--- config.mk ---
export PLATFORM = sky130hd
export DESIGN_NAME = seq_detector
export DESIGN_NICKNAME = d
export VERILOG_FILES = /design/src/rtl/seq_det_pkg.sv /design/src/rtl/sat_counter.sv /design/src/rtl/seq_detector.sv
export SDC_FILE = /design/constraint.sdc
export NUM_CORES = 1
export LEC_CHECK = 0
export ABC_AREA = 1
export ABC_CLOCK_PERIOD_IN_PS = 2009
export BUFFER_PORTS_ARGS = -buffer_cell sky130_fd_sc_hd__clkbuf_2
export CORE_AREA = 2 2 39 41
export DETAILED_ROUTE_END_ITERATION = 8
export DIE_AREA = 0 0 41 43
export PLACE_DENSITY = 0.47
export SLEW_MARGIN = 10
export SYNTH_ARGS = -nofsm -noshare
export SYNTH_HDL_FRONTEND = slang
export SYNTH_SLANG_ARGS = --single-unit
--- constraint.sdc ---
create_clock -name clk -period 2.01 [get_ports clk]
set_input_delay 0.402 -clock clk [delete_from_list [all_inputs] [get_ports clk]]
set_output_delay 0.402 -clock clk [all_outputs]
set_load 0.01 [all_outputs]
--- src/rtl/seq_det_pkg.sv ---
// Shared types and constants for the 1101 serial sequence detector.
// Optional feature macro: SEQ_DETECTOR_COUNT_EN (enables the match counter).
package seq_det_pkg;

   // Detector progress through the pattern, named by the bits seen so far.
   typedef enum logic [1:0] {
      IDLE = 2'd0,
      S1   = 2'd1,
      S11  = 2'd2,
      S110 = 2'd3
   } state_t;

   // Target pattern, oldest bit in the MSB.
   localparam logic [3:0] PATTERN = 4'b1101;

   // Width of the saturating match counter.
   localparam int unsigned COUNT_W = 8;

endpackage : seq_det_pkg

--- src/rtl/sat_counter.sv ---
// Saturating up-counter with synchronous clear and synchronous active-low reset.
// Only instantiated when SEQ_DETECTOR_COUNT_EN is defined.
module sat_counter
   import seq_det_pkg::*;
#(
   parameter int unsigned W = COUNT_W
) (
   input  logic         clk,
   input  logic         reset,
   input  logic         inc,
   input  logic         clr,
   output logic [W-1:0] count
);

   // Reset beats clear, clear beats increment; the count holds at all-ones.
   always_ff @(posedge clk) begin
      if (!reset) begin
         count <= '0;
      end else if (clr) begin
         count <= '0;
      end else if (inc && (count != '1)) begin
         count <= count + W'(1);
      end
   end

endmodule : sat_counter

--- src/rtl/seq_detector.sv ---
// Serial detector for the pattern 1101 (oldest bit first) with a registered
// one-cycle match pulse and an optional saturating match counter.
// Optional feature macro: SEQ_DETECTOR_COUNT_EN. When undefined, match_count
// is tied to zero, no counter flops exist and clr is ignored.
module seq_detector
   import seq_det_pkg::*;
#(
   parameter int OVERLAP = 1
) (
   input  logic               clk,
   input  logic               reset,
   input  logic               x,
   input  logic               x_valid,
   input  logic               clr,
   output logic               y,
   output logic [COUNT_W-1:0] match_count
);

   state_t state;
   state_t state_next;
   logic   hit;

   // Next-state and match decode; nothing advances on edges without x_valid.
   always_comb begin
      state_next = state;
      hit        = 1'b0;
      if (x_valid) begin
         unique case (state)
            IDLE: state_next = (x == PATTERN[3]) ? S1 : IDLE;
            S1:   state_next = (x == PATTERN[2]) ? S11 : IDLE;
            // A third 1 still leaves the last two bits as "11".
            S11:  state_next = (x == PATTERN[1]) ? S110 : S11;
            S110: begin
               if (x == PATTERN[0]) begin
                  hit = 1'b1;
                  // The completing 1 can start the next pattern when overlapping.
                  state_next = (OVERLAP != 0) ? S1 : IDLE;
               end else begin
                  state_next = IDLE;
               end
            end
            default: state_next = IDLE;
         endcase
      end
   end

   // State register and registered match pulse; clr has no effect here.
   always_ff @(posedge clk) begin
      if (!reset) begin
         state <= IDLE;
         y     <= 1'b0;
      end else begin
         state <= state_next;
         y     <= hit;
      end
   end

`ifdef SEQ_DETECTOR_COUNT_EN
   sat_counter #(
      .W(COUNT_W)
   ) u_sat_counter (
      .clk   (clk),
      .reset (reset),
      .inc   (hit),
      .clr   (clr),
      .count (match_count)
   );
`else
   assign match_count = '0;

   // clr has no function without the counter.
   logic unused_clr;
   assign unused_clr = clr;
`endif

endmodule : seq_detector

==> results of run 1 <==
## stage by stage
step                      utilization  total power, mW
final                          0.2016           0.1992
after global routing           0.2016           0.2251
after CTS                      0.2016           0.2045
after detailed placement       0.1826          0.09629
after global placement         0.1826          0.09619
after floorplan                     -          0.09993
## per-layer routing
| metal | wire length [µm] | vias up | track usage | share of wire |
|---|---|---|---|---|
| met2 | 190 | 8 | 0.06875 | 0.54 |
| met4 | 0 | 0 | 0.04000 | 0 |
| met1 | 114 | 79 | 0.05128 | 0.32 |
| met5 | 0 | - | 0 | 0 |
| met3 | 48 | 0 | 0.09424 | 0.14 |
| li1 | - | 101 | - | - |
## worst max-delay path by stage
stage          cells past startpoint                   from  slack (ns)                     to
5_1_grt                            6  state[0]$_SDFFE_PN0P_        0.85  state[0]$_SDFFE_PN0P_
3_5_place_dp                       6  state[0]$_SDFFE_PN0P_        0.95  state[0]$_SDFFE_PN0P_
3_3_place_gp                       6  state[0]$_SDFFE_PN0P_        0.95  state[0]$_SDFFE_PN0P_
6_report                           6  state[0]$_SDFFE_PN0P_        0.95  state[0]$_SDFFE_PN0P_
4_1_cts                            6  state[0]$_SDFFE_PN0P_        0.93  state[0]$_SDFFE_PN0P_
2_1_floorplan                      6  state[0]$_SDFFE_PN0P_        1.04  state[0]$_SDFFE_PN0P_
## power by group through the flow
| stage | Combinational (mW) | Sequential [mW] | Clock [mW] |
|---|---|---|---|
| 6_report | 0.0288 | 0.0666 | 0.104 |
| 5_1_grt | 0.0344 | 0.0668 | 0.124 |
| 4_1_cts | 0.0291 | 0.0667 | 0.109 |
| 3_5_place_dp | 0.0288 | 0.0675 | 0 |
| 3_3_place_gp | 0.0286 | 0.0676 | 0 |
| 2_1_floorplan | 0.0334 | 0.0665 | 0 |
## state kept, by name, indices dropped and copies added, names as in the netlist
register  flops
y             1
state         2
## layout make-up
class,instances,share of cell area
clock buffers,4,0.09417
inverters,7,0.09417
multi-input cells,25,0.4529
flip-flops and latches,3,0.2152
well taps,16,0.07175
repair buffers,4,0.07175
## worst max-delay path, stage by stage, from the launching register on
cell     delay [ns]
dfxtp_1        0.38
inv_1          0.06
ha_1           0.28
nand2_1        0.06
nand3_1        0.07
nand2_1        0.06
inv_1          0.04
## cell families after synthesis
kind of cell	after synthesis
buf+inv	15
fa+ha+maj	3
simple gates	14
flops	3
other cells	1
## cells in the final DEF, fill, tap and decap left out, drive strengths merged
cell / instances
nor2: 5
nand3: 3
ha: 3
dfxtp: 3
inv: 7
conb: 8
clkbuf: 8
nand2: 6
==> metrics.txt, run 1 <==
drt initial violations 0; register area share after synthesis 0.2437; area delta synth->final 13.20%; # DRC 0; final instance area around 280 µm²; LEAKAGE 0.1656 nW; Synth Area in Compound Gates 0; reg2reg path depth 6; Post-Synth XOR/XNOR Area 0; final setup vio count 0; Final Net Count 52; Synth area leader dfxtp_1; synthesized area roughly 250 µm²; die width 41 µm; CTS buffer count 3; hold path start x; TritonCTS sink count 3; post-cts gate resize count 0; Flop pwr share 0.334; WHS Endpoint y$_SDFF_PN0_; GPL Wtd Cong 0.6612; Fmax between 900 and 1000 MHz; reg2reg start state[0]$_SDFFE_PN0P_; FF-to-FF End state[0]$_SDFFE_PN0P_; post-synthesis mux area share 0; fin worst setup slack 0.9489 ns; Post-synth top cells buf_4, inv_1, nand2_1, nor2_1; global route overflow 0; Syn Area/Cell 6.847 µm²; multi-input combinational cell area roughly 130 µm²; share of cells above drive strength 1 0.1860; H-tree depth 1; count leader, synth buf_4; Die Y 43 µm; cell row count 14; EDFF count, synth 0; unrepaired setup endpoints after global routing no; DP Worst Slack roughly 0.95 ns; max capacitance violation total 0; routed via count between 150 and 200; minimum clock period approximately 1.1 ns; outcome completed; antenna viol nets, final 0; Die ar. 1763 µm²; Cells after Synth 36; Root Driver clkbuf_4; n_diodes 0; CTS Buffer Depth 2; Worst R2R Setup Slack 0.95 ns; cts hold-fix bufs 0; Critical Path Start Type register; Post-DP Area 252.7 µm²; CP Data Required Time ~2.1 ns; routed vias/inst between 3 and 4; I/O pins 14; initial antenna violation count 0; Worst Skew 0.003355 ns; simple-gate share of the synthesized area 0.2386; setup TNS after final layout 0 ns; placed insts 55; Clk network pwr share 0.522; final slew viol count 0; total global routing track utilization 0.06219; hold path depth 3; fillers between 150 and 200; FF+latch area about 60 µm²; ys flop type dfxtp_1; core area 1384 µm²; synth unique cells 9; WL per Instance 6.000 µm; Final Hold Fails 0; Final Cycle Share 0.5279; worst vdd ir 383.4 µV; clk slew on worst S/H paths roughly 0.040 ns; DRT Wirelength around 350 µm; area share of fa/ha/maj cells after synthesis 0.1523; critical-path maximum fanout 4; power share of the combinational group 0.144; Min-Delay Path Class input pin to register; Int Pwr 147.2 µW; pwr dens 714.1 nW/µm²; Psw about 52 µW; main combinational cell family by area after synthesis buffers and inverters; post-synthesis async set-or-reset flop share 0; Clk Latency, worst-skew pair roughly 0.23 ns; yosys warns 0; drt pass-1 iters 1; Fin Hold WS roughly 0.42 ns; Yosys top cell area share 0.2437; arrival time worst endpoint 1.19 ns; critical path endpoint category register; WS Path Type register to register; Initial Util 0.1781; pin count of the biggest net entering global routing 6; number of synthesized register bits 3; vias in the first global route 168; Switching Fraction 0.2612; Synth area leaders dfxtp_1, buf_4, ha_1, inv_1, nand2_1; PortBufs 4; Finished Layout Cells 59; CTS tree yes; Post-CTS Setup Bufs 0; global-route wire length before repair between 600 and 700 µm
(Power assumes the default switching activity.)
==> run 2: changes to the inputs <==
ABC_CLOCK_PERIOD_IN_PS = 1100   (was 2009)
clock period = 1.1 ns   (was 2.01 ns; I/O delays follow)
==> run 2 against run 1 <==
  * Clock skew about the same
  * Clock power rose by 83%
  * Sequential power increased by 85%
  * Via count is 1.1% higher
  * Combinational power up 83%
  * Hold slack worse by 0.18 ns
  * Die area stayed put
  * Design area grew 0.45%
==> metrics.txt, run 2 (synthesized netlist as in run 1, its figures left out) <==
cell row count 14 (unchanged); Min-Delay Path Class input pin to register (unchanged); M1 wire length 125 µm (was 114 µm); Biggest register state (unchanged); n_diodes 0 (unchanged); # DRC 0 (unchanged); worst vdd ir 703.5 µV (was 383.4 µV); DRT Wirelength 365 µm (was 354 µm); Critical Path Start Type register (unchanged); Initial Util 0.1781 (unchanged); routed via count 190 (was 188); TritonCTS sink count 3 (unchanged); routed vias/inst 3.220 (was 3.186); most frequent cells in the layout conb_1, inv_1, nand2_1 (unchanged); arrival time worst endpoint 1.13 ns (was 1.19 ns); critical path endpoint category register (unchanged); worst path buffer plus inverter count 2 (unchanged); WS Path Type register to register (unchanged); H-tree depth 1 (unchanged); PortBufs 4 (unchanged); core area 1384 µm² (unchanged); Slowest cell on crit path dfxtp_2 (was dfxtp_1); GPL Wtd Cong 0.6612 (unchanged); die width 41 µm (unchanged); fin worst setup slack 0.09649 ns (was 0.9489 ns); CTS buffer count 3 (unchanged); WL per Instance 6.186 µm (was 6.000 µm); Post-DP Area 252.7 µm² (unchanged); Critical Path Max Stage Delay 0.35 ns (was 0.38 ns); LEAKAGE 0.1659 nW (was 0.1656 nW); Final Cycle Share 0.9123 (was 0.5279); wire length on met2 190 µm (unchanged); CP Data Required Time 1.22 ns (was 2.14 ns); CTS tree yes (unchanged); antenna viol nets, final 0 (unchanged); global route overflow 0 (unchanged); Final Net Count 52 (unchanged); final setup vio count 0 (unchanged); Root Driver clkbuf_4 (unchanged); share of cells above drive strength 1 0.2093 (was 0.1860); drt pass-1 iters 2 (was 1); total power 365.2 µW (was 199.2 µW); Max Used Layer met3 (unchanged); vias in the first global route 168 (unchanged); I/O pins 14 (unchanged); CTS Buffer Depth 2 (unchanged); max reg flops 2 (unchanged); Final Hold Fails 0 (unchanged); area delta synth->final 13.71% (was 13.20%); minimum clock period 1.004 ns (was 1.061 ns); outcome completed (unchanged); final instance area 280.3 µm² (was 279.0 µm²); Fmax 996.5 MHz (was 942.4 MHz); pin count of the biggest net entering global routing 6 (unchanged); Fin Hold WS 0.2383 ns (was 0.4203 ns); Die ar. 1763 µm² (unchanged); commonest non-fill, non-tap cell in the layout conb_1 (unchanged); max capacitance violation total 0 (unchanged); clk slew on worst S/H paths 0.04 ns (about the same); final slew viol count 0 (unchanged); initial antenna violation count 0 (unchanged); unrepaired setup endpoints after global routing no (unchanged); global-route wire length before repair 614 µm (unchanged); total global routing track utilization 0.06219 (unchanged); DP Worst Slack 0.04183 ns (was 0.9518 ns); CP cell instances inv_1 -> ha_1 -> nand2_1 -> nand3_1 -> nand2_1 -> inv_1 (unchanged); biggest regs state: 2 flops, y: 1 flops (unchanged); drt initial violations 1 (was 0); Die Y 43 µm (unchanged); cts hold-fix bufs 0 (unchanged); pwr dens 1303 nW/µm² (was 714.1 nW/µm²); Worst Skew 0.003516 ns (was 0.003355 ns); Clk Latency, worst-skew pair 0.23 ns (about the same); setup TNS after final layout 0 ns (unchanged); met3 routed WL 50 µm (was 48 µm); Worst path top cell family by delay flip-flops (unchanged); critical-path maximum fanout 4 (unchanged)
run 2: cell counts in the layout (fill, tap and decap cells not counted):
Identical to the previous run, type by type.
run 2: routing by layer:
metal,track usage,vias to the layer above
met5,0,-
li1,-,101
met1,0.05128,81
met4,0.04000,0
met2,0.06875,8
met3,0.09424,0
run 2: worst paths after layout:
kind,from,endpoint,slack [ns],cells past startpoint
worst min-delay path,reset,y$_SDFF_PN0_,0.24,3
worst max-delay path,state[0]$_SDFFE_PN0P_,state[0]$_SDFFE_PN0P_,0.1,6
worst max register to register,state[0]$_SDFFE_PN0P_,state[0]$_SDFFE_PN0P_,0.1,6
worst min register to register,state[0]$_SDFFE_PN0P_,state[0]$_SDFFE_PN0P_,0.60,4
run 2: what timing repair did:
| item | 4_1_cts | 5_1_grt |
|---|---|---|
| resized for setup | 0 | 1 |
| endpoints found under the setup margin | 0 | 1 |
| setup buffers | 0 | 0 |
run 2: cell type report:
type                    count  area [µm²]
clock buffers               4       26.28
fillers                   167        1104
inverters                   7       26.28
multi-input cells          25       126.4
flip-flops and latches      3       61.31
well taps                  16       20.02
repair buffers              4       20.02
run 2: worst register-to-register path, stage by stage (launching register included):
cell and delay (ns):
dfxtp_2 0.35, inv_1 0.05, ha_1 0.26, nand2_1 0.07, nand3_1 0.06, nand2_1 0.07
inv_1 0.04
run 2: report_power, final:
group | internal [mW] | switching (mW) | leakage (nW)
sequential | 0.116 | 0.00653 | 0.0249
combinational | 0.0179 | 0.0348 | 0.126
clock | 0.136 | 0.0543 | 0.0150
run 2: per-stage QoR:
stage,util,std cells
2_1_floorplan,-,43
3_3_place_gp,0.1826,55
3_5_place_dp,0.1826,55
4_1_cts,0.2016,59
5_1_grt,0.2025,59
6_report,0.2025,59
